### src/rtl/seg_scan_mux.sv
// seg_scan_mux: time-multiplexed 7-segment scanner with prescaler, digit mask,
// PWM brightness, dead time, tear-free slot capture and polarity control.
// Ports: clk_fast, rst (sync, active-low), seg_in, digit_mask, bright
//        -> seg_en, seg_out, frame_start (all registered).
// Optional: define SEG_SCAN_BLINK_EN for blink_mask input and BLINK_FRAMES.
module seg_scan_mux #(
  parameter int NUM_DIGITS     = 8,
  parameter int SEG_W          = 8,
  parameter int SCAN_DIV       = 50000,
  parameter int DEAD_CYC       = 16,
  parameter int DIM_BITS       = 4,
  parameter int EN_ACTIVE_LOW  = 1,
  parameter int SEG_ACTIVE_LOW = 0
`ifdef SEG_SCAN_BLINK_EN
  ,
  parameter int BLINK_FRAMES   = 256
`endif
) (
  input  logic                        clk_fast,
  input  logic                        rst,
  input  logic [NUM_DIGITS*SEG_W-1:0] seg_in,
  input  logic [NUM_DIGITS-1:0]       digit_mask,
  input  logic [DIM_BITS-1:0]         bright,
`ifdef SEG_SCAN_BLINK_EN
  input  logic [NUM_DIGITS-1:0]       blink_mask,
`endif
  output logic [NUM_DIGITS-1:0]       seg_en,
  output logic [SEG_W-1:0]            seg_out,
  output logic                        frame_start
);

  localparam int CW = (SCAN_DIV > 2) ? $clog2(SCAN_DIV) : 1;
  localparam int PW = (CW > DIM_BITS) ? CW : DIM_BITS;
  localparam int IW = (NUM_DIGITS > 1) ? $clog2(NUM_DIGITS) : 1;

  localparam logic [PW-1:0] P_LAST = PW'(SCAN_DIV - 1);
  localparam logic [IW-1:0] I_LAST = IW'(NUM_DIGITS - 1);

  // Inactive levels; polarity is applied only at the output register.
  localparam logic [NUM_DIGITS-1:0] EN_OFF =
    {NUM_DIGITS{EN_ACTIVE_LOW != 0}};
  localparam logic [SEG_W-1:0] SEG_OFF =
    {SEG_W{SEG_ACTIVE_LOW != 0}};

  logic [PW-1:0]         presc_q, presc_d;
  logic [IW-1:0]         idx_q, idx_d;
  logic [SEG_W-1:0]      slot_seg_q;
  logic                  slot_vis_q;
  logic [DIM_BITS-1:0]   slot_bright_q;

  logic                  slot_start;
  logic                  last_cyc;
  logic                  frame_end;
  logic                  in_dead;
  logic                  lit;
  logic [SEG_W-1:0]      live_seg;
  logic                  live_vis;
  logic [SEG_W-1:0]      cur_seg;
  logic                  cur_vis;
  logic [DIM_BITS-1:0]   cur_bright;
  logic [NUM_DIGITS-1:0] en_raw;
  logic [SEG_W-1:0]      seg_raw;
  logic                  fs_d;

`ifdef SEG_SCAN_BLINK_EN
  localparam int BW = (BLINK_FRAMES > 1) ? $clog2(BLINK_FRAMES) : 1;
  localparam logic [BW-1:0] B_LAST = BW'(BLINK_FRAMES - 1);

  logic [BW-1:0] fcnt_q;
  logic          blink_q;
`endif

  // Prescaler and digit index sequencing.
  always_comb begin
    slot_start = (presc_q == '0);
    last_cyc   = (presc_q == P_LAST);
    frame_end  = last_cyc & (idx_q == I_LAST);
    presc_d    = last_cyc ? '0 : presc_q + PW'(1);
    idx_d      = idx_q;
    if (last_cyc) begin
      idx_d = (idx_q == I_LAST) ? '0 : idx_q + IW'(1);
    end
  end

  // Live slice of the current digit; only consumed at slot start.
  always_comb begin
    live_seg = '0;
    live_vis = 1'b0;
    for (int i = 0; i < NUM_DIGITS; i++) begin
      if (idx_q == IW'(i)) begin
        live_seg = seg_in[i*SEG_W +: SEG_W];
        live_vis = digit_mask[i];
`ifdef SEG_SCAN_BLINK_EN
        live_vis = digit_mask[i] & ~(blink_mask[i] & blink_q);
`endif
      end
    end
  end

  // During the first cycle of a slot the slot registers still hold the
  // previous digit, so use the live values that are being captured.
  always_comb begin
    cur_seg    = slot_start ? live_seg : slot_seg_q;
    cur_vis    = slot_start ? live_vis : slot_vis_q;
    cur_bright = slot_start ? bright   : slot_bright_q;
  end

  generate
    if (DEAD_CYC == 0) begin : g_nodead
      assign in_dead = 1'b0;
    end else begin : g_dead
      assign in_dead = (presc_q < PW'(DEAD_CYC));
    end
  endgenerate

  // PWM: low prescaler bits against brightness; all-ones is always lit.
  always_comb begin
    lit = cur_vis & ~in_dead &
          (presc_q[DIM_BITS-1:0] <= cur_bright);
    en_raw  = lit ? (NUM_DIGITS'(1) << idx_q) : '0;
    seg_raw = lit ? cur_seg : '0;
    fs_d    = slot_start & (idx_q == '0);
  end

  always_ff @(posedge clk_fast) begin
    if (!rst) begin
      presc_q       <= '0;
      idx_q         <= '0;
      slot_seg_q    <= '0;
      slot_vis_q    <= 1'b0;
      slot_bright_q <= '0;
      seg_en        <= EN_OFF;
      seg_out       <= SEG_OFF;
      frame_start   <= 1'b0;
    end else begin
      presc_q <= presc_d;
      idx_q   <= idx_d;
      if (slot_start) begin
        slot_seg_q    <= live_seg;
        slot_vis_q    <= live_vis;
        slot_bright_q <= bright;
      end
      seg_en      <= en_raw ^ EN_OFF;
      seg_out     <= seg_raw ^ SEG_OFF;
      frame_start <= fs_d;
    end
  end

`ifdef SEG_SCAN_BLINK_EN
  // Phase flips at a frame boundary, so a whole frame sees one phase.
  always_ff @(posedge clk_fast) begin
    if (!rst) begin
      fcnt_q  <= '0;
      blink_q <= 1'b0;
    end else if (frame_end) begin
      if (fcnt_q == B_LAST) begin
        fcnt_q  <= '0;
        blink_q <= ~blink_q;
      end else begin
        fcnt_q <= fcnt_q + BW'(1);
      end
    end
  end
`else
  logic unused_fe;
  assign unused_fe = frame_end;
`endif

endmodule

### config.mk
export PLATFORM = sky130hd
export DESIGN_NAME = seg_scan_mux
export DESIGN_NICKNAME = d
export VERILOG_FILES = /design/src/rtl/seg_scan_mux.sv
export SDC_FILE = /design/constraint.sdc
export NUM_CORES = 1
export LEC_CHECK = 0
export CELL_PAD_IN_SITES_DETAIL_PLACEMENT = 2
export CELL_PAD_IN_SITES_GLOBAL_PLACEMENT = 2
export CORE_ASPECT_RATIO = 0.9
export CORE_MARGIN = 2
export CORE_UTILIZATION = 27
export CTS_CLUSTER_DIAMETER = 60
export DETAILED_ROUTE_END_ITERATION = 10
export PLACE_DENSITY = 0.95
export SYNTH_ARGS = -nofsm -noshare
export SYNTH_HDL_FRONTEND = slang
export SYNTH_SLANG_ARGS = --single-unit
### constraint.sdc
create_clock -name clk_fast -period 4.7 [get_ports clk_fast]
set_input_delay 1.175 -clock clk_fast [delete_from_list [all_inputs] [get_ports clk_fast]]
set_output_delay 1.175 -clock clk_fast [all_outputs]
set_load 0.01 [all_outputs]
==> flow_metrics.env <==
export IMPL_setup_viol=0
export IMPL_synth_top_family_by_area="simple AND/OR/NAND/NOR gates"
export IMPL_yosys_top_cells_area="dfxtp_1, nand2_1, ha_1"
export IMPL_cp_data_required_time_ns=4.82
export IMPL_io_pins=95
export IMPL_ys_flop_type="dfxtp_1"
export IMPL_grt_pass1_vias=3119
export IMPL_drt_pass1_iterations=4
export IMPL_die_area_sq_mm=0.0110
export IMPL_yosys_area_share_simple=0.248
export IMPL_synthCells=349
export IMPL_ys_warn_count=0
export IMPL_grt_start_max_net_pins=36
export IMPL_vias=2817
export IMPL_ys_ff_latch=49
export IMPL_place_gp_congestion=0.789
export IMPL_synth_compound_area_frac=0.195
export IMPL_drt_iter0_drc=106
export IMPL_utilization=0.402
export IMPL_rsz0062_at_grt="no"
export IMPL_initial_utilization=0.281
export IMPL_synth_top_area_frac=0.357
export IMPL_antenna_cells=0
export IMPL_grt_first_pass_wirelength_microns=17200
export IMPL_clock_skew_final_ns=0.00505
export IMPL_totalWireLength_microns=10900
export IMPL_slew_headroom=0.374
export IMPL_io_buffers=94
export IMPL_htree_levels=2
export IMPL_vias_per_cell=5.06
export IMPL_max_freq_mhz=298
export IMPL_syn_nets=439
export IMPL_die_height_microns=99.7
export IMPL_asyncSetResetFlopFracSynth=0
export IMPL_yosys_top_cells_count="nand2_1, dfxtp_1, inv_1"
export IMPL_avgRoutedWirePerCell_microns=19.5
export IMPL_grt_total_usage=0.204
export IMPL_drive_above_1_share=0.0371
export IMPL_start_kind="register"
export IMPL_synthAdderAreaFrac=0.0546
export IMPL_drc_errors=0
export IMPL_synth_top_area_cell="dfxtp_1"
export IMPL_end_kind="register"
export IMPL_cts_root_buf="clkbuf_16"
export IMPL_cts_tree="built"
export IMPL_core_sq_mm=0.00978
export IMPL_p_leak_nw=1.63
export IMPL_synthMuxAreaShare=0.0259
export IMPL_ctsHoldBuffers=0
export IMPL_slew_viol_final=0
export IMPL_hold_violations=0
export IMPL_tightest_slew_ns=0.940
export IMPL_antenna_found_initial=0
export IMPL_post_cts_resized=0
export IMPL_p_per_area_mw_per_mm2=259
export IMPL_clkLatencyLatePin_ns=0.29
export IMPL_die_x_microns=110
export IMPL_cts_buffer_depth=2
export IMPL_crit_fanout=21
export IMPL_synth_edf_count=0
export IMPL_antenna_left=0
export IMPL_synth_xor_area_share=0.0446
export IMPL_status="completed"
export IMPL_area_delta_synth_final_pct=42.9
export IMPL_synth_cell_types=44
export IMPL_synth_most_common_cell="nand2_1"
export IMPL_post_cts_buffers=0
export IMPL_hp_class="register to register"
export IMPL_netlist_area_sq_mm=0.00275
export IMPL_finish_net_count=520
export IMPL_arrival_ns=3.48
export IMPL_syn_avg_cell_area_sq_um=7.88
export IMPL_fin_setup_tns_ns=0
export IMPL_grt_ovfl_total=0
export IMPL_clk_pin_slew_ns=0.07
export IMPL_fp_row_count=34
export IMPL_cts_buffers=5
export IMPL_synth_seq_area_share=0.357
export IMPL_clock_sinks=49
export IMPL_fin_crit_sh=0.714
export IMPL_worst_ir_drop_vdd_mv=0.140
export IMPL_cap_viol_max_count=0
export IMPL_min_period_ns=3.36
export IMPL_path_class="register to register"
export IMPL_dp_hpwl_microns=8200
==> per-stage QoR <==
stage	instance area [sq um]	cells	worst slack [ns]	hold WS, ns	power, mW
floorplan	2750	349	1.50	0.435	0.519
global placement	3760	549	1.61	0.446	0.595
detailed placement	3760	549	1.40	0.462	0.605
CTS	3930	557	1.33	0.485	1.03
global route	3930	557	1.12	0.506	1.06
finish	3930	557	1.34	0.486	1.02
==> path summary, 6_finish.rpt <==
check / from / to / slack, ns / cells after the start
worst max-delay path: presc_q[10]$_SDFF_PP0_ / seg_en[0]$_SDFF_PN1_ / 1.34 / 10
worst min-delay path: slot_seg_q[3]$_SDFF_PN0_ / seg_out[3]$_SDFF_PN0_ / 0.49 / 1
worst max register to register: presc_q[10]$_SDFF_PP0_ / seg_en[0]$_SDFF_PN1_ / 1.34 / 10
worst min register to register: slot_seg_q[3]$_SDFF_PN0_ / seg_out[3]$_SDFF_PN0_ / 0.49 / 1
==> worst max-delay path: stages, from the launching register on <==
cell and delay [ns]:
dfxtp_1 0.37, or4_4 0.57, nor4_4 0.26, and3_4 0.43, mux2i_1 0.31, ha_1 0.31
a21oi_1 0.15, o21ai_0 0.12, a221oi_1 0.27, buf_4 0.27, nand3_1 0.13
==> per-layer routing <==
layer	track usage	part of all wire
met1	0.255	0.45
met3	0.0341	0.045
met2	0.362	0.49
met4	0.0490	0.014
met5	0	0
==> cell families after synthesis <==
logic type      Yosys count
buf+inv                  47
xor+xnor                 14
compound gates           85
fa+ha+maj                12
mux                       7
flops                    49
simple gates            135
==> layout make-up <==
type                       instances  area [sq um]
clock buffer                       7           143
clock inverter                     1          30.0
fill                            1133          5860
inverter                          24          90.1
multi-input combinational        253          1560
sequential                        49           981
tap                              126           158
timing repair buffer              97           963
==> registers in the layout, indices dropped and copies added, names as in the netlist <==
name and flops:
presc_q 16, seg_en 8, seg_out 8, slot_seg_q 8, slot_bright_q 4, idx_q 3
frame_start 1, slot_vis_q 1
==> layout by cell type (no fill, tap or decap), types with 2 or more instances in the layout <==
| master | count |
|---|---|
| a21oi_1 | 20 |
| and3_1 | 9 |
| or2_2 | 2 |
| nor2_1 | 21 |
| a21o_1 | 6 |
| xor2_1 | 8 |
| and2_1 | 5 |
| inv_1 | 23 |
| nor3b_1 | 2 |
| mux2i_1 | 6 |
| o211ai_1 | 2 |
| nor2b_1 | 6 |
| xnor2_1 | 6 |
| ha_1 | 12 |
| nand2_1 | 55 |
| nand4_1 | 5 |
| o22ai_1 | 7 |
| clkbuf_16 | 5 |
| nand3b_1 | 7 |
| a221oi_1 | 9 |
| nand3_1 | 12 |
| clkdlybuf4s50_1 | 94 |
| o21ai_0 | 20 |
| o21a_1 | 9 |
| a31oi_1 | 8 |
| buf_4 | 3 |
| nor3_1 | 2 |
| dfxtp_1 | 49 |
| nand2b_1 | 2 |
==> report_power, final <==
group	leakage (nW)	switching (mW)	total, mW	internal [mW]
registers	0.399	0.0103	0.442	0.431
logic	1.14	0.0628	0.155	0.0923
clock network	0.0841	0.154	0.420	0.266
No activity file was read; power rests on OpenSTA's default activity.
